## src/rtl/m68k_bus_target_pkg.sv

```systemverilog
// ---------------------------------------------------------------------------
// m68k_bus_target_pkg
//
// Shared definitions for the 68000 bus-target slice of the PiStorm16 top
// level: the target state encodings, the default decode window base and the
// width of the optional bus-error timeout counter. Every other file of the
// slice imports this package.
//
// Ports: none (package).
// Configuration macro: none here; the timeout feature is selected in
// m68k_bus_target.sv by TARGET_BERR_TIMEOUT_EN.
// ---------------------------------------------------------------------------
package m68k_bus_target_pkg;

    // States of the target sequencer, from waiting for a strobe through to
    // actively negating the termination signal.
    typedef enum logic [2:0] {
        TGT_IDLE    = 3'd0,
        TGT_IGNORE  = 3'd1,
        TGT_WAIT_DS = 3'd2,
        TGT_REQUEST = 3'd3,
        TGT_ACK     = 3'd4,
        TGT_RELEASE = 3'd5,
        TGT_BERR    = 3'd6
    } tgtState_t;

    // Default window base: the 64 KiB block starting at 0xEA0000.
    localparam logic [23:0] TGT_DEFAULT_BASE_ADDR = 24'hEA0000;

    // The bus-error timeout counter is 8 bits wide.
    localparam int TGT_TIMEOUT_WIDTH   = 8;
    localparam int TGT_DEFAULT_TIMEOUT = 255;

endpackage

```

## src/rtl/m68k_bus_target_sync2.sv

```systemverilog
// ---------------------------------------------------------------------------
// m68k_bus_target_sync2
//
// Generic two-flop synchronizer used to bring the raw 68000 bus strobes into
// the SYSCLK domain. Both flops carry the async_reg attribute so placement
// keeps them adjacent.
//
// Ports:
//   clk_i     system clock
//   nReset_i  synchronous active-low reset, loads RESET_VAL into both stages
//   d_i       raw asynchronous input
//   q_o       synchronized output
// ---------------------------------------------------------------------------
module m68k_bus_target_sync2 #(
    parameter logic RESET_VAL = 1'b1
) (
    input  logic clk_i,
    input  logic nReset_i,
    input  logic d_i,
    output logic q_o
);

    (* ASYNC_REG = "TRUE" *) logic meta_q;
    (* ASYNC_REG = "TRUE" *) logic sync_q;

    // Two back-to-back flops; the strobes idle high, so resetting to the
    // negated level keeps the sequencer from seeing a phantom cycle.
    always_ff @(posedge clk_i) begin
        if (!nReset_i) begin
            meta_q <= RESET_VAL;
            sync_q <= RESET_VAL;
        end else begin
            meta_q <= d_i;
            sync_q <= meta_q;
        end
    end

    assign q_o = sync_q;

endmodule

```

## src/rtl/m68k_bus_target.sv

```systemverilog
// ---------------------------------------------------------------------------
// m68k_bus_target
//
// Responder side of the 68000 asynchronous bus. Cycles run by another master
// into the window [BASE_ADDR, BASE_ADDR + 2^WINDOW_BITS) are forwarded to the
// Pi-facing backend over a valid/ack handshake and terminated with nDTACK
// (or nBERR when the backend does not answer in time).
//
// Ports:
//   SYSCLK, nRESET          system clock, synchronous active-low reset
//   ENABLE                  respond only when 1 (PiStorm is not bus master)
//   A_IN[23:1], D_IN        raw address and data bus
//   nAS_IN, nUDS_IN,
//   nLDS_IN, RnW_IN         raw bus strobes (synchronized here)
//   D_OUT, D_OE             read data and per-bit output enable
//   nDTACK_OUT, nDTACK_OE   transfer acknowledge pin drive
//   nBERR_OUT, nBERR_OE     bus error pin drive (timeout feature only)
//   REQ_*                   registered backend request, held while REQ_VALID
//   REQ_ACK, RESP_RDATA     backend completion and read data
//
// Configuration: define TARGET_BERR_TIMEOUT_EN to enable the bus-error
// timeout; without it REQUEST waits indefinitely and nBERR is never driven.
// ---------------------------------------------------------------------------
module m68k_bus_target
    import m68k_bus_target_pkg::*;
#(
    parameter logic [23:0] BASE_ADDR   = TGT_DEFAULT_BASE_ADDR,
    parameter int          WINDOW_BITS = 16,
    parameter int          TIMEOUT     = TGT_DEFAULT_TIMEOUT
) (
    input  logic                   SYSCLK,
    input  logic                   nRESET,
    input  logic                   ENABLE,
    input  logic [23:1]            A_IN,
    input  logic [15:0]            D_IN,
    input  logic                   nAS_IN,
    input  logic                   nUDS_IN,
    input  logic                   nLDS_IN,
    input  logic                   RnW_IN,
    output logic [15:0]            D_OUT,
    output logic [15:0]            D_OE,
    output logic                   nDTACK_OUT,
    output logic                   nDTACK_OE,
    output logic                   nBERR_OUT,
    output logic                   nBERR_OE,
    output logic                   REQ_VALID,
    output logic [WINDOW_BITS-2:0] REQ_ADDR,
    output logic                   REQ_READ,
    output logic [1:0]             REQ_BE,
    output logic [15:0]            REQ_WDATA,
    input  logic                   REQ_ACK,
    input  logic [15:0]            RESP_RDATA
);

    // Parameter sanity: the window must be aligned and TIMEOUT must fit the
    // counter, otherwise the decode or the timeout compare would be wrong.
    if ((BASE_ADDR & ((24'd1 << WINDOW_BITS) - 24'd1)) != 24'd0 ||
        TIMEOUT < 1 || TIMEOUT >= (1 << TGT_TIMEOUT_WIDTH)) begin : g_badParams
        $error("m68k_bus_target: BASE_ADDR not window-aligned or TIMEOUT out of range");
    end

    logic nAsS;
    logic nUdsS;
    logic nLdsS;
    logic rnwS;

    m68k_bus_target_sync2 #(.RESET_VAL(1'b1)) u_syncAs (
        .clk_i(SYSCLK), .nReset_i(nRESET), .d_i(nAS_IN), .q_o(nAsS)
    );
    m68k_bus_target_sync2 #(.RESET_VAL(1'b1)) u_syncUds (
        .clk_i(SYSCLK), .nReset_i(nRESET), .d_i(nUDS_IN), .q_o(nUdsS)
    );
    m68k_bus_target_sync2 #(.RESET_VAL(1'b1)) u_syncLds (
        .clk_i(SYSCLK), .nReset_i(nRESET), .d_i(nLDS_IN), .q_o(nLdsS)
    );
    m68k_bus_target_sync2 #(.RESET_VAL(1'b1)) u_syncRnw (
        .clk_i(SYSCLK), .nReset_i(nRESET), .d_i(RnW_IN), .q_o(rnwS)
    );

    tgtState_t              state_q,     state_d;
    logic [WINDOW_BITS-2:0] reqAddr_q,   reqAddr_d;
    logic                   reqRead_q,   reqRead_d;
    logic [1:0]             reqBe_q,     reqBe_d;
    logic [15:0]            reqWdata_q,  reqWdata_d;
    logic                   reqValid_q,  reqValid_d;
    logic                   dsSeen_q,    dsSeen_d;
    logic [15:0]            dOut_q,      dOut_d;
    logic                   dOe_q,       dOe_d;
    logic                   nDtackOe_q,  nDtackOe_d;
    logic                   nDtackOut_q, nDtackOut_d;

`ifdef TARGET_BERR_TIMEOUT_EN
    localparam logic [TGT_TIMEOUT_WIDTH-1:0] TIMEOUT_LAST = TGT_TIMEOUT_WIDTH'(TIMEOUT - 1);

    logic [TGT_TIMEOUT_WIDTH-1:0] cnt_q, cnt_d;
    logic                         relBerr_q,  relBerr_d;
    logic                         nBerrOe_q,  nBerrOe_d;
    logic                         nBerrOut_q, nBerrOut_d;
`endif

    // Next-state logic. A new cycle is only accepted while no request is
    // pending, so a request left over from an aborted cycle keeps REQ_*
    // stable until the backend finally acks it (that ack is dropped).
    // Pin drives are decoded from the next state so they leave a flop.
    always_comb begin
        state_d     = state_q;
        reqAddr_d   = reqAddr_q;
        reqRead_d   = reqRead_q;
        reqBe_d     = reqBe_q;
        reqWdata_d  = reqWdata_q;
        reqValid_d  = reqValid_q;
        dsSeen_d    = dsSeen_q;
        dOut_d      = dOut_q;
        dOe_d       = 1'b0;
        nDtackOe_d  = 1'b0;
        nDtackOut_d = 1'b1;
`ifdef TARGET_BERR_TIMEOUT_EN
        cnt_d       = cnt_q;
        relBerr_d   = relBerr_q;
        nBerrOe_d   = 1'b0;
        nBerrOut_d  = 1'b1;
`endif

        if (reqValid_q && REQ_ACK) begin
            reqValid_d = 1'b0;
        end

        case (state_q)
            TGT_IDLE: begin
                dsSeen_d = 1'b0;
`ifdef TARGET_BERR_TIMEOUT_EN
                relBerr_d = 1'b0;
`endif
                if (!nAsS && ENABLE && !reqValid_q) begin
                    if (A_IN[23:WINDOW_BITS] != BASE_ADDR[23:WINDOW_BITS]) begin
                        state_d = TGT_IGNORE;
                    end else begin
                        reqAddr_d = A_IN[WINDOW_BITS-1:1];
                        reqRead_d = rnwS;
                        state_d   = TGT_WAIT_DS;
                    end
                end
            end

            TGT_IGNORE: begin
                if (nAsS) begin
                    state_d = TGT_IDLE;
                end
            end

            // Reads issue as soon as a data strobe is seen; writes wait one
            // more cycle so D_IN has settled as long as the strobes have.
            TGT_WAIT_DS: begin
                if (nAsS) begin
                    state_d = TGT_RELEASE;
                end else if (!dsSeen_q) begin
                    if (!nUdsS || !nLdsS) begin
                        reqBe_d = ~{nUdsS, nLdsS};
                        if (reqRead_q) begin
                            reqValid_d = 1'b1;
                            state_d    = TGT_REQUEST;
`ifdef TARGET_BERR_TIMEOUT_EN
                            cnt_d      = '0;
`endif
                        end else begin
                            dsSeen_d = 1'b1;
                        end
                    end
                end else begin
                    reqWdata_d = D_IN;
                    reqValid_d = 1'b1;
                    state_d    = TGT_REQUEST;
`ifdef TARGET_BERR_TIMEOUT_EN
                    cnt_d      = '0;
`endif
                end
            end

            TGT_REQUEST: begin
                if (reqValid_q && REQ_ACK) begin
                    if (reqRead_q) begin
                        dOut_d = RESP_RDATA;
                    end
                    state_d = TGT_ACK;
                end else if (nAsS) begin
                    state_d = TGT_RELEASE;
`ifdef TARGET_BERR_TIMEOUT_EN
                end else if (cnt_q == TIMEOUT_LAST) begin
                    state_d = TGT_BERR;
                end else begin
                    cnt_d = cnt_q + 1'b1;
`endif
                end
            end

            TGT_ACK: begin
                if (nAsS) begin
                    state_d = TGT_RELEASE;
                end
            end

            TGT_BERR: begin
                if (nAsS) begin
                    state_d = TGT_RELEASE;
`ifdef TARGET_BERR_TIMEOUT_EN
                    relBerr_d = 1'b1;
`endif
                end
            end

            TGT_RELEASE: begin
                state_d = TGT_IDLE;
            end

            default: begin
                state_d = TGT_IDLE;
            end
        endcase

        // RELEASE actively negates whichever signal terminated the cycle;
        // after a bus error nDTACK stays untouched.
        dOe_d = (state_d == TGT_ACK) && reqRead_d;
`ifdef TARGET_BERR_TIMEOUT_EN
        nDtackOe_d  = (state_d == TGT_ACK) || (state_d == TGT_RELEASE && !relBerr_d);
        nBerrOe_d   = (state_d == TGT_BERR) || (state_d == TGT_RELEASE && relBerr_d);
        nBerrOut_d  = (state_d != TGT_BERR);
`else
        nDtackOe_d  = (state_d == TGT_ACK) || (state_d == TGT_RELEASE);
`endif
        nDtackOut_d = (state_d != TGT_ACK);
    end

    // State, request and pin-drive registers. Reset is honoured at any point
    // of a bus cycle and leaves every pin released.
    always_ff @(posedge SYSCLK) begin
        if (!nRESET) begin
            state_q     <= TGT_IDLE;
            reqAddr_q   <= '0;
            reqRead_q   <= 1'b0;
            reqBe_q     <= 2'b00;
            reqWdata_q  <= 16'h0000;
            reqValid_q  <= 1'b0;
            dsSeen_q    <= 1'b0;
            dOut_q      <= 16'h0000;
            dOe_q       <= 1'b0;
            nDtackOe_q  <= 1'b0;
            nDtackOut_q <= 1'b1;
        end else begin
            state_q     <= state_d;
            reqAddr_q   <= reqAddr_d;
            reqRead_q   <= reqRead_d;
            reqBe_q     <= reqBe_d;
            reqWdata_q  <= reqWdata_d;
            reqValid_q  <= reqValid_d;
            dsSeen_q    <= dsSeen_d;
            dOut_q      <= dOut_d;
            dOe_q       <= dOe_d;
            nDtackOe_q  <= nDtackOe_d;
            nDtackOut_q <= nDtackOut_d;
        end
    end

`ifdef TARGET_BERR_TIMEOUT_EN
    // Timeout counter and bus-error drive registers.
    always_ff @(posedge SYSCLK) begin
        if (!nRESET) begin
            cnt_q      <= '0;
            relBerr_q  <= 1'b0;
            nBerrOe_q  <= 1'b0;
            nBerrOut_q <= 1'b1;
        end else begin
            cnt_q      <= cnt_d;
            relBerr_q  <= relBerr_d;
            nBerrOe_q  <= nBerrOe_d;
            nBerrOut_q <= nBerrOut_d;
        end
    end

    assign nBERR_OE  = nBerrOe_q;
    assign nBERR_OUT = nBerrOut_q;
`else
    assign nBERR_OE  = 1'b0;
    assign nBERR_OUT = 1'b1;
`endif

    assign D_OUT      = dOut_q;
    assign D_OE       = {16{dOe_q}};
    assign nDTACK_OE  = nDtackOe_q;
    assign nDTACK_OUT = nDtackOut_q;
    assign REQ_VALID  = reqValid_q;
    assign REQ_ADDR   = reqAddr_q;
    assign REQ_READ   = reqRead_q;
    assign REQ_BE     = reqBe_q;
    assign REQ_WDATA  = reqWdata_q;

endmodule

```

## config.mk

```make
export PLATFORM = sky130hd
export DESIGN_NAME = m68k_bus_target
export DESIGN_NICKNAME = d
export VERILOG_FILES = /design/src/rtl/m68k_bus_target_pkg.sv /design/src/rtl/m68k_bus_target_sync2.sv /design/src/rtl/m68k_bus_target.sv
export SDC_FILE = /design/constraint.sdc
export NUM_CORES = 1
export LEC_CHECK = 0
export BUFFER_PORTS_ARGS = -buffer_cell sky130_fd_sc_hd__clkbuf_2
export CAP_MARGIN = 20
export CORE_UTILIZATION = 36
export DETAILED_ROUTE_END_ITERATION = 12
export MAX_ROUTING_LAYER = met4
export PLACE_DENSITY = 0.65
export SETUP_SLACK_MARGIN = 0.4
export SYNTH_ARGS = -nofsm -noshare
export SYNTH_HDL_FRONTEND = slang
export SYNTH_SLANG_ARGS = --single-unit
```

## constraint.sdc

```tcl
create_clock -name SYSCLK -period 4.3 [get_ports SYSCLK]
set_input_delay 0 -clock SYSCLK [delete_from_list [all_inputs] [get_ports SYSCLK]]
set_output_delay 0 -clock SYSCLK [all_outputs]
set_load 0.03 [all_outputs]
```

==> impl_results.md <==
- Final wirelength: 6407 um
- Worst-Skew Late Latency: 0.33 ns
- Syn-to-layout area delta: 46.98%
- DIE HEIGHT: 88.22 um
- Via count: 2451
- Initial DRT Pass Iterations: 4
- Worst clock skew: a little over 0.005 ns
- Post-CTS sizing: 0
- Clk slew on worst S/H paths: about 0.07 ns
- Netlist Area Pre-Place: roughly 0.0027 mm^2
- Synthesized flop and latch total: 66
- Cell Pwr Density: between 200 and 300 mW/mm^2
- Worst Path Buf+Inv: 0
- CP endpoint kind: register
- Tightest Hold Check Type: primary input to register
- CTS max path bufs: 2
- Initial antenna violation count: 0
- Final WS setup: 2.556 ns
- Type of origin of the critical path: register
- IO buf count: 131
- Area of the multi-input gates: ~0.0011 mm^2
- Wire length per cell: 11.67 um
- GRT Total Usage: 0.1669
- Fin crit share: 0.4056
- Antenna diode count: 0
- Syn avg cell area: 9.391 um^2
- Root Buffer: clkbuf_8
- Final HPWL DP: 4041 um
- Final GP Congestion: 0.8578
- CTS tree: built
- Synth area leader: dfxtp_1
- Most instantiated cells after synthesis: nand2_1, dfxtp_1, a21boi_0
- Post-Syn Instances: 285
- Nets: between 500 and 600
- RSZ-0062 raised after global routing: no
- Synth top area share: 0.4937
- Largest net degree at the start of global routing: 39
- Core ar.: 0.007214 mm^2
- Pin slew with the least headroom to its limit: 0.6663 ns
- Slowest CP cell: and3_1
- Max-cap viol count: 0
- Vias per inst: 4.464
- Worst Setup Path Type: register to register
- Synth Warn #: 0
- Critical-path cell list: nor2b_1, and3_1, nand2_1, a21boi_0
- Post-route ant nets: 0
- Most common cell in the netlist: nand2_1
- Slew HR: 0.5558
- Tot Pwr: 0.001154 W
- # H-tree levels: 3
- Max VDD drop: 0.2261 mV
- Min cycle time layout: between 1.5 and 2 ns
- Vias in the first global route: 2189
- # clock sinks: 66
- Setup Fix Bufs, Post-CTS: 0
- Final hold vios: 0
- Register area: 0.001321 mm^2
- CP Data Arrival Time: 1.97 ns
- Hold-fix buffers, CTS: between 50 and 60
- Slew Viols, Final: 0
- DRC violations left: 0
- Critical Path RT: around 4.5 ns
- Net count after synthesis: ~350
- Crit Path Max Fanout: 17
- 1st-iter DRT viols: 55
- Std cell rows: 31
- Grt ovf: 0
- Sequential-to-total area share from yosys stat: 0.4937
- CTS buffer count: 9
- Initial core utilization: 0.3710
- Final setup viols: 0
- Yosys cell types: 35
- Pleak: roughly 1.9 nW
- First-pass GRT wire length: 9591 um
- Max Clk Rate: 0.5734 GHz
- Main synth FF type: dfxtp_1
- Fin Setup TNS: 0 ns
- Final Util: 0.5453
- EDFF count, synth: 0
- IO Count: 134
- Outcome: finished clean
- # fillers: 663
- Async set-reset flop share out of synthesis: 0
- Worst slack, placed: roughly 2.6 ns
- Die area: 0.007783 mm^2
- Delay-heaviest family, CP: simple AND/OR/NAND/NOR gates
- Area contributors post-synth: dfxtp_1, nand2_1, a21boi_0
- Die W: 88.22 um
- Share of cells above drive strength 1: 0.3311
- CP max stage delay: 0.62 ns
-- registers in the layout, indices dropped and copies added (netlist names) --
signal,flops
REQ_ADDR,15
u_syncLds.q_o,1
REQ_BE,2
u_syncAs.meta_q,1
REQ_WDATA,16
dOe_q,1
REQ_READ,1
state_q,3
u_syncRnw.meta_q,1
nDTACK_OE,1
u_syncLds.meta_q,1
u_syncUds.meta_q,1
nDTACK_OUT,1
u_syncRnw.q_o,1
dsSeen_q,1
D_OUT,16
u_syncUds.q_o,1
REQ_VALID,1
u_syncAs.q_o,1
-- cells in the final DEF, fill, tap and decap left out, types with 2 or more instances in the layout --
master,count
a21boi_0,33
a21oi_1,3
and2_1,3
and3_1,5
and4b_1,2
clkbuf_2,131
clkbuf_8,11
clkinv_2,3
conb_1,2
dfxtp_1,66
dlygate4sd3_1,51
inv_1,4
mux2i_1,16
nand2_1,67
nand2b_1,10
nand3_1,3
nor2b_1,19
o211a_1,2
-- metrics by stage --
step,std cells,area (um^2),hold slack [ns]
floorplan,285,2676,0.1015
global placement,483,3253,0.1852
detailed placement,483,3253,0.1852
CTS,549,3934,0.03038
global route,549,3934,0.05980
finish,549,3934,0.04496
-- kinds of logic (layout without fill, tap and decap cells) --
kind of cell | Yosys count | count (layout) | synth area share
other | 2 | 2 | 0.002806
AOI/OAI and AO/OA | 45 | 45 | 0.1267
buffers and inverters | 37 | 202 | 0.08415
muxes | 16 | 16 | 0.05984
DFF | 66 | 66 | 0.4937
and+or+nand+nor | 119 | 119 | 0.2328
-- power breakdown --
group	internal [W]	leakage, nW	switching [W]
Clock	0.000235	0.0920	0.000214
Sequential	0.000615	0.533	0.00000190
Combinational	0.0000606	1.24	0.0000273
Total	0.000910	1.86	0.000244
-- per-layer routing --
layer | track usage | vias to the layer above | wire, um
met5 | - | - | 0
met4 | 0.06598 | 0 | 86
met3 | 0.05410 | 7 | 418
met2 | 0.2804 | 102 | 3097
met1 | 0.1829 | 1103 | 2805
li1 | - | 1239 | -
-- worst min-delay path, delay by kind of cell --
kind                   cells  cell delay [ns]
and+or+nand+nor            1             0.10
buffers and inverters      2             0.16
AOI/OAI and AO/OA          1             0.07
-- final timing paths --
| check | to | cells past startpoint | slack (ns) | from |
|---|---|---|---|---|
| setup / recovery | REQ_WDATA[1]$_SDFFE_PN0P_ | 4 | 2.56 | state_q[1]$_SDFF_PN0_ |
| hold / removal | REQ_VALID$_SDFF_PN0_ | 4 | 0.04 | REQ_ACK |
| hold reg to reg | u_syncRnw.q_o$_SDFF_PN1_ | 1 | 0.41 | u_syncRnw.meta_q$_SDFF_PN1_ |
| setup reg to reg | REQ_WDATA[1]$_SDFFE_PN0P_ | 4 | 2.56 | state_q[1]$_SDFF_PN0_ |
-- layout make-up --
class / instances / share of cell area
tap: 99 / 0.03149
sequential: 66 / 0.3359
inverter: 4 / 0.003817
multi-input combinational: 182 / 0.2872
clock inverter: 3 / 0.003817
timing repair buffer: 183 / 0.2983
clock buffer: 12 / 0.03944
No activity file was read; power rests on OpenSTA's default activity.
